--- config.mk ---
export PLATFORM = sky130hd
export DESIGN_NAME = dz_digit_scan
export DESIGN_NICKNAME = d
export VERILOG_FILES = /design/src/rtl/dz_digit_scan.sv
export SDC_FILE = /design/constraint.sdc
export NUM_CORES = 1
export LEC_CHECK = 0
export BUFFER_PORTS_ARGS = -buffer_cell sky130_fd_sc_hd__buf_2
export CAP_MARGIN = 5
export CORE_UTILIZATION = 62
export CTS_CLUSTER_SIZE = 8
export DETAILED_ROUTE_END_ITERATION = 8
export GPL_ROUTABILITY_DRIVEN = 0
export MAX_ROUTING_LAYER = met4
export PLACE_DENSITY = 0.85
export SETUP_SLACK_MARGIN = 0.3
export SYNTH_ARGS = -nofsm -noshare
export SYNTH_HDL_FRONTEND = slang
export SYNTH_SLANG_ARGS = --single-unit
--- constraint.sdc ---
create_clock -name clk -period 6.8 [get_ports clk]
set_clock_uncertainty 0.15 [all_clocks]
set_input_delay 1.36 -clock clk [delete_from_list [all_inputs] [get_ports clk]]
set_output_delay 1.36 -clock clk [all_outputs]
set_load 0.005 [all_outputs]
--- src/rtl/dz_digit_scan.sv ---
// Row-scan driver for the red/green LED dot matrix: a 4-bit digit is shown as an 8x8 glyph.
// Optional blink support is compiled in with `define DZ_BLINK_EN.
module dz_digit_scan #(
    parameter int unsigned ROWS         = 8,
    parameter int unsigned COLS         = 8,
    parameter int unsigned SCAN_DIV     = 1000,
    parameter int unsigned BLINK_FRAMES = 64
) (
    input  logic            clk,
    input  logic            rst,
    input  logic [3:0]      num,
    input  logic [1:0]      color,
    input  logic            num_vld,
    input  logic            blank,
    input  logic            blink,
    output logic [ROWS-1:0] row,
    output logic [COLS-1:0] colr,
    output logic [COLS-1:0] colg,
    output logic            frame_done
);

    localparam int unsigned RW = $clog2(ROWS);
    localparam int unsigned DW = $clog2(SCAN_DIV);
    localparam logic [RW-1:0] LAST_ROW = RW'(ROWS - 1);
    localparam logic [DW-1:0] DIV_MAX  = DW'(SCAN_DIV - 1);

    // Each glyph is packed row 0 in the top byte down to row 7 in the bottom byte.
    function automatic logic [7:0] glyph(input logic [3:0] n, input logic [2:0] r);
        logic [63:0] w;
        unique case (n)
            4'd0:    w = 64'h003C66666666663C;
            4'd1:    w = 64'h001838181818183C;
            4'd2:    w = 64'h003C66060C30663C;
            4'd3:    w = 64'h003C66061C06663C;
            4'd4:    w = 64'h000C1C2C4C7E0C0C;
            4'd5:    w = 64'h007E607C0606663C;
            4'd6:    w = 64'h003C607C6666663C;
            4'd7:    w = 64'h007E060C18181818;
            4'd8:    w = 64'h003C66663C66663C;
            4'd9:    w = 64'h003C66663E06063C;
            default: w = 64'h0;
        endcase
        return w[8 * (7 - int'(r)) +: 8];
    endfunction

    logic [DW-1:0]   div_q, div_d;
    logic [RW-1:0]   row_idx_q, row_idx_d;
    logic [3:0]      pend_num_q, pend_num_d, shw_num_q, shw_num_d;
    logic [1:0]      pend_col_q, pend_col_d, shw_col_q, shw_col_d;
    logic [ROWS-1:0] row_d;
    logic [COLS-1:0] colr_d, colg_d, gl;
    logic            fd_d, wrap, frame_wrap, dark;

`ifdef DZ_BLINK_EN
    localparam int unsigned FW = (BLINK_FRAMES > 1) ? $clog2(BLINK_FRAMES) : 1;
    localparam logic [FW-1:0] FRAME_MAX = FW'(BLINK_FRAMES - 1);
    logic [FW-1:0] fcnt_q, fcnt_d;
    logic          phase_q, phase_d;
`else
    logic unused_blink;
    assign unused_blink = blink | (BLINK_FRAMES == 0);
`endif

    always_comb begin
        wrap       = (div_q == DIV_MAX);
        frame_wrap = wrap && (row_idx_q == LAST_ROW);
        div_d      = wrap ? '0 : div_q + 1'b1;
        row_idx_d  = row_idx_q;
        if (wrap) begin
            row_idx_d = (row_idx_q == LAST_ROW) ? '0 : row_idx_q + 1'b1;
        end

        // The shown copy takes the pre-edge pending value, so a strobe on the wrap edge waits a frame.
        shw_num_d = frame_wrap ? pend_num_q : shw_num_q;
        shw_col_d = frame_wrap ? pend_col_q : shw_col_q;
        pend_num_d = num_vld ? num : pend_num_q;
        pend_col_d = num_vld ? color : pend_col_q;

        row_d = row;
        if (wrap) begin
            row_d = ~(ROWS'(1) << row_idx_d);
        end

        dark = blank;
`ifdef DZ_BLINK_EN
        fcnt_d  = fcnt_q;
        phase_d = phase_q;
        if (frame_wrap) begin
            if (fcnt_q == FRAME_MAX) begin
                fcnt_d  = '0;
                phase_d = ~phase_q;
            end else begin
                fcnt_d = fcnt_q + 1'b1;
            end
        end
        dark = dark | (blink & phase_d);
`endif

        gl = '0;
        if (int'(row_idx_d) < 8 && shw_num_d < 4'd10) begin
            gl[7:0] = glyph(shw_num_d, row_idx_d[2:0]);
        end
        colr_d = (shw_col_d[0] && !dark) ? gl : '0;
        colg_d = (shw_col_d[1] && !dark) ? gl : '0;
        fd_d   = frame_wrap;
    end

    always_ff @(posedge clk or posedge rst) begin
        if (rst) begin
            div_q      <= '0;
            row_idx_q  <= LAST_ROW;
            pend_num_q <= '0;
            pend_col_q <= '0;
            shw_num_q  <= '0;
            shw_col_q  <= '0;
            row        <= '1;
            colr       <= '0;
            colg       <= '0;
            frame_done <= 1'b0;
        end else begin
            div_q      <= div_d;
            row_idx_q  <= row_idx_d;
            pend_num_q <= pend_num_d;
            pend_col_q <= pend_col_d;
            shw_num_q  <= shw_num_d;
            shw_col_q  <= shw_col_d;
            row        <= row_d;
            colr       <= colr_d;
            colg       <= colg_d;
            frame_done <= fd_d;
        end
    end

`ifdef DZ_BLINK_EN
    always_ff @(posedge clk or posedge rst) begin
        if (rst) begin
            fcnt_q  <= '0;
            phase_q <= 1'b0;
        end else begin
            fcnt_q  <= fcnt_d;
            phase_q <= phase_d;
        end
    end
`endif

endmodule

==> impl_summary.log <==
INFO  metric final.min_clock_period = between 3 and 4 ns
INFO  metric fmax = about 0.26 GHz
INFO  metric setup_viol = 0
INFO  metric grt_pass1_wl = around 10000 microns
INFO  metric share_of_the_synthesized_area_in_the_top_cell_type = ~31%
INFO  metric grt_setup_unrepaired = no
INFO  metric detailedRoute.firstIterationViolations = between 300 and 400
INFO  metric detailedPlacementHpwl = 4320 microns
INFO  metric vias_per_cell = roughly 6.5
INFO  metric worstSkewPairLatency = 0.31 ns
INFO  metric nets = 341
INFO  metric critical-path-top-delay-family = simple AND/OR/NAND/NOR gates
INFO  metric fp.dieArea = 0.00479 sq mm
INFO  metric portBuffers = 30
INFO  metric whs = approximately 0.34 ns
INFO  metric chipHeight = 69.2 microns
INFO  metric via_count = ~2400
INFO  metric slew_headroom = between 20% and 30%
INFO  metric synth-seq-area-share = roughly 42%
INFO  metric final_util = 69.5%
INFO  metric ctsLongestPathBuffers = 2
INFO  metric report.final.slew_viol_count = 0
INFO  metric post_synth_main_area_contributors = sky130_fd_sc_hd__dfrtp_1, sky130_fd_sc_hd__dfstp_2, sky130_fd_sc_hd__nor2_1
INFO  metric groute.usage.overall = between 20% and 30%
INFO  metric cts_resized = 0
INFO  metric wp_data_arrival = roughly 4.0 ns
INFO  metric cts_tree = done
INFO  metric num_io_pins = 36
INFO  metric worst-setup-path-type = reg -> reg
INFO  metric grt_pass1_vias = 2185
INFO  metric power.internal = 0.356 mW
INFO  metric p_per_area = between 150 and 200 mW/mm^2
INFO  metric critPathCaptureType = flop
INFO  metric syn_area_per_cell = between 9 and 10 sq um
INFO  metric drt_first_pass_iters = 7
INFO  metric insertedDiodeCount = 0
INFO  metric netlist.top_cell.by_area = sky130_fd_sc_hd__dfrtp_1
INFO  metric ant_nets = 0
INFO  metric path_cells = ha_1 > ha_1 > nand4_1 > nor3_4 > nand2_1 > o21ai_0 > inv_1 > ha_1 > nor3b_1 > o21ai_0 > a2111oi_0 > a211o_1 > nor2b_1
INFO  metric post-cts-setup-buffers = 0
INFO  metric timing.critical_path.fanout_max = 9
INFO  metric worst_setup_start_kind = flop
INFO  metric cpPeakStageDelay = roughly 0.60 ns
INFO  metric cell_with_the_biggest_individual_delay_on_the_critical_path = sky130_fd_sc_hd__dfstp_2
INFO  metric die_x = approximately 69 microns
INFO  metric power_leakage = 1.41 nW
INFO  metric min_path_type = reg -> reg
INFO  metric cts_sink_count = 46
INFO  metric share_of_cells_above_drive_strength_1 = 23.7%
INFO  metric drc = 0
INFO  metric ctsHoldBuffers = 0
INFO  metric yosys_warnings = 0
INFO  metric timing.critical_path.mode_cell = sky130_fd_sc_hd__ha_1
INFO  metric core = 0.00435 sq mm
INFO  metric total_switching_power = around 0.11 mW
INFO  metric instance_count_of_the_mapped_netlist = 295
INFO  metric worst_setup_hold_path_clk_slew = roughly 0.090 ns
INFO  metric critical_path.n_buffers_inverters = 1
INFO  metric timing.final.crit_share = between 50 and 60%
INFO  metric number_of_failing_hold_endpoints_at_the_final_stage = 0
INFO  metric share_seq_of_total_power = 60.9%
INFO  metric mostFrequentLayoutCells = sky130_fd_sc_hd__nor2_1, sky130_fd_sc_hd__dfrtp_1, sky130_fd_sc_hd__buf_2, sky130_fd_sc_hd__nand2_1, sky130_fd_sc_hd__a21oi_1
INFO  metric required = about 7 ns
INFO  metric maximum_number_of_pins_on_one_net_before_global_route_repair = 47
INFO  metric synth_async_sr_flop_share = 100%
INFO  metric synth.distinct_cells = approximately 60
INFO  metric slew_at_the_pin_closest_to_its_max_slew_limit = between 1 and 1.5 ns
INFO  metric grt_remaining_overflow = 0
INFO  metric antenna_found_initial = 0
INFO  metric ys_ff_latch = 46
INFO  metric power.switching_fraction = between 20% and 30%
INFO  metric run_status = finished, final reports clean
INFO  metric clock_power_share = a little over a third
INFO  metric hold_depth = 1
INFO  metric share_comb_of_total_power = approximately 3.2%
INFO  metric vdd_drop_max = roughly 0.00012 V
INFO  metric setup-tns-final = 0 ns
INFO  metric clock_tree.htree_level_count = 2
INFO  metric cts_root_buf = sky130_fd_sc_hd__clkbuf_8
INFO  metric layout-area-overhead-vs-synth = 7.99%
INFO  metric routedWlPerCell = approximately 17 microns
INFO  metric synth-edff-count = 0
INFO  metric r2r.worst_path.cells = 13
INFO  metric sum_of_routed_wire_length_over_all_layers = 6250 microns
INFO  metric synth_area = 0.00280 sq mm
INFO  metric cts-buffers-inserted = 5
INFO  metric num_rows = 24
INFO  metric start_util = between 60% and 70%
INFO  metric drv_cap = 0
INFO  metric dominantRegCellSynth = sky130_fd_sc_hd__dfrtp_1
INFO  metric cp_num_cells = 13
## final cells by class
cell class | count | area (sq um)
fillers | 366 | 1330
clock buffers | 6 | 72.6
clock inverters | 2 | 13.8
repair buffers | 33 | 173
well taps | 52 | 65.1
flip-flops and latches | 46 | 1160
inverters | 15 | 56.3
multi-input cells | 219 | 1480
## Yosys cell counts (4+ instances only)
| master | number |
|---|---|
| sky130_fd_sc_hd__dfrtp_1 | 35 |
| sky130_fd_sc_hd__nor2_1 | 35 |
| sky130_fd_sc_hd__nand2_1 | 25 |
| sky130_fd_sc_hd__a21oi_1 | 18 |
| sky130_fd_sc_hd__dfstp_2 | 11 |
| sky130_fd_sc_hd__inv_1 | 11 |
| sky130_fd_sc_hd__o21ai_0 | 11 |
| sky130_fd_sc_hd__ha_1 | 10 |
| sky130_fd_sc_hd__buf_4 | 9 |
| sky130_fd_sc_hd__mux2_2 | 9 |
| sky130_fd_sc_hd__nand3_1 | 9 |
| sky130_fd_sc_hd__a31oi_1 | 6 |
| sky130_fd_sc_hd__nor2b_1 | 6 |
| sky130_fd_sc_hd__and3_1 | 5 |
| sky130_fd_sc_hd__clkbuf_1 | 5 |
| sky130_fd_sc_hd__mux2i_1 | 5 |
| sky130_fd_sc_hd__a211oi_1 | 4 |
| sky130_fd_sc_hd__a221oi_1 | 4 |
| sky130_fd_sc_hd__inv_2 | 4 |
| sky130_fd_sc_hd__nand4_1 | 4 |
| sky130_fd_sc_hd__xor2_1 | 4 |
## worst register-to-register path, stage by stage, from the launching register on
cell and delay (ns):
sky130_fd_sc_hd__dfstp_2 0.60, sky130_fd_sc_hd__ha_1 0.16, sky130_fd_sc_hd__ha_1 0.32, sky130_fd_sc_hd__nand4_1 0.21
sky130_fd_sc_hd__nor3_4 0.38, sky130_fd_sc_hd__nand2_1 0.09, sky130_fd_sc_hd__o21ai_0 0.28, sky130_fd_sc_hd__inv_1 0.22
sky130_fd_sc_hd__ha_1 0.34, sky130_fd_sc_hd__nor3b_1 0.21, sky130_fd_sc_hd__o21ai_0 0.10, sky130_fd_sc_hd__a2111oi_0 0.45
sky130_fd_sc_hd__a211o_1 0.19, sky130_fd_sc_hd__nor2b_1 0.13
## cell families after synthesis
kind of cell	synth area share, %
AND/OR/NAND/NOR	18.6
AO/OA/AOI/OAI	21.4
flip-flops	41.6
buffers and inverters	5.98
multiplexers	5.94
adder cells (fa/ha/maj)	4.47
XOR/XNOR	1.88
other	0.134
## flip-flops by register name (all words and copies together) (netlist names)
name        flops
row             8
pend_col_q      2
shw_col_q       2
row_idx_q       3
colr            6
colg            6
pend_num_q      4
shw_num_q       4
frame_done      1
div_q          10
## layer usage
metal / vias to the layer above / track usage, % / wire length [microns] / share of wire, %
met5: - / - / 0 / 0
met4: 0 / 12.5 / 184 / 2.9
met3: 29 / 5.67 / 442 / 7.1
met2: 137 / 39.7 / 2850 / 46
met1: 1128 / 39.7 / 2780 / 44
li1: 1117 / - / - / -
## path summary, 6_finish.rpt
check                              from       endpoint  slack (ns)
max reg2reg                row_idx_q[0]        colg[6]        2.89
min reg2reg                    div_q[0]       div_q[0]        0.34
min in group asynchronous           rst        colr[5]        1.03
min                            div_q[0]       div_q[0]        0.34
max in group asynchronous           rst  pend_num_q[2]        5.08
max                        row_idx_q[0]        colg[6]        2.89
## stage by stage
step	std cells	cell area, sq um	total power [mW]	setup WS, ns
2_1_floorplan	298	2810	0.297	3.61
3_3_place_gp	365	2940	0.301	3.14
3_5_place_dp	365	2940	0.302	3.05
4_1_cts	373	3030	0.467	3.01
5_1_grt	373	3030	0.481	2.64
6_report	373	3030	0.462	2.89
## power by group through the flow
| stage | logic [mW] | registers [mW] | clock network (mW) |
|---|---|---|---|
| 2_1_floorplan | 0.0120 | 0.285 | 0 |
| 3_3_place_gp | 0.0145 | 0.286 | 0 |
| 3_5_place_dp | 0.0153 | 0.286 | 0 |
| 4_1_cts | 0.0153 | 0.281 | 0.170 |
| 5_1_grt | 0.0170 | 0.282 | 0.182 |
| 6_report | 0.0147 | 0.281 | 0.166 |
Power figures use the tool's default switching activity.
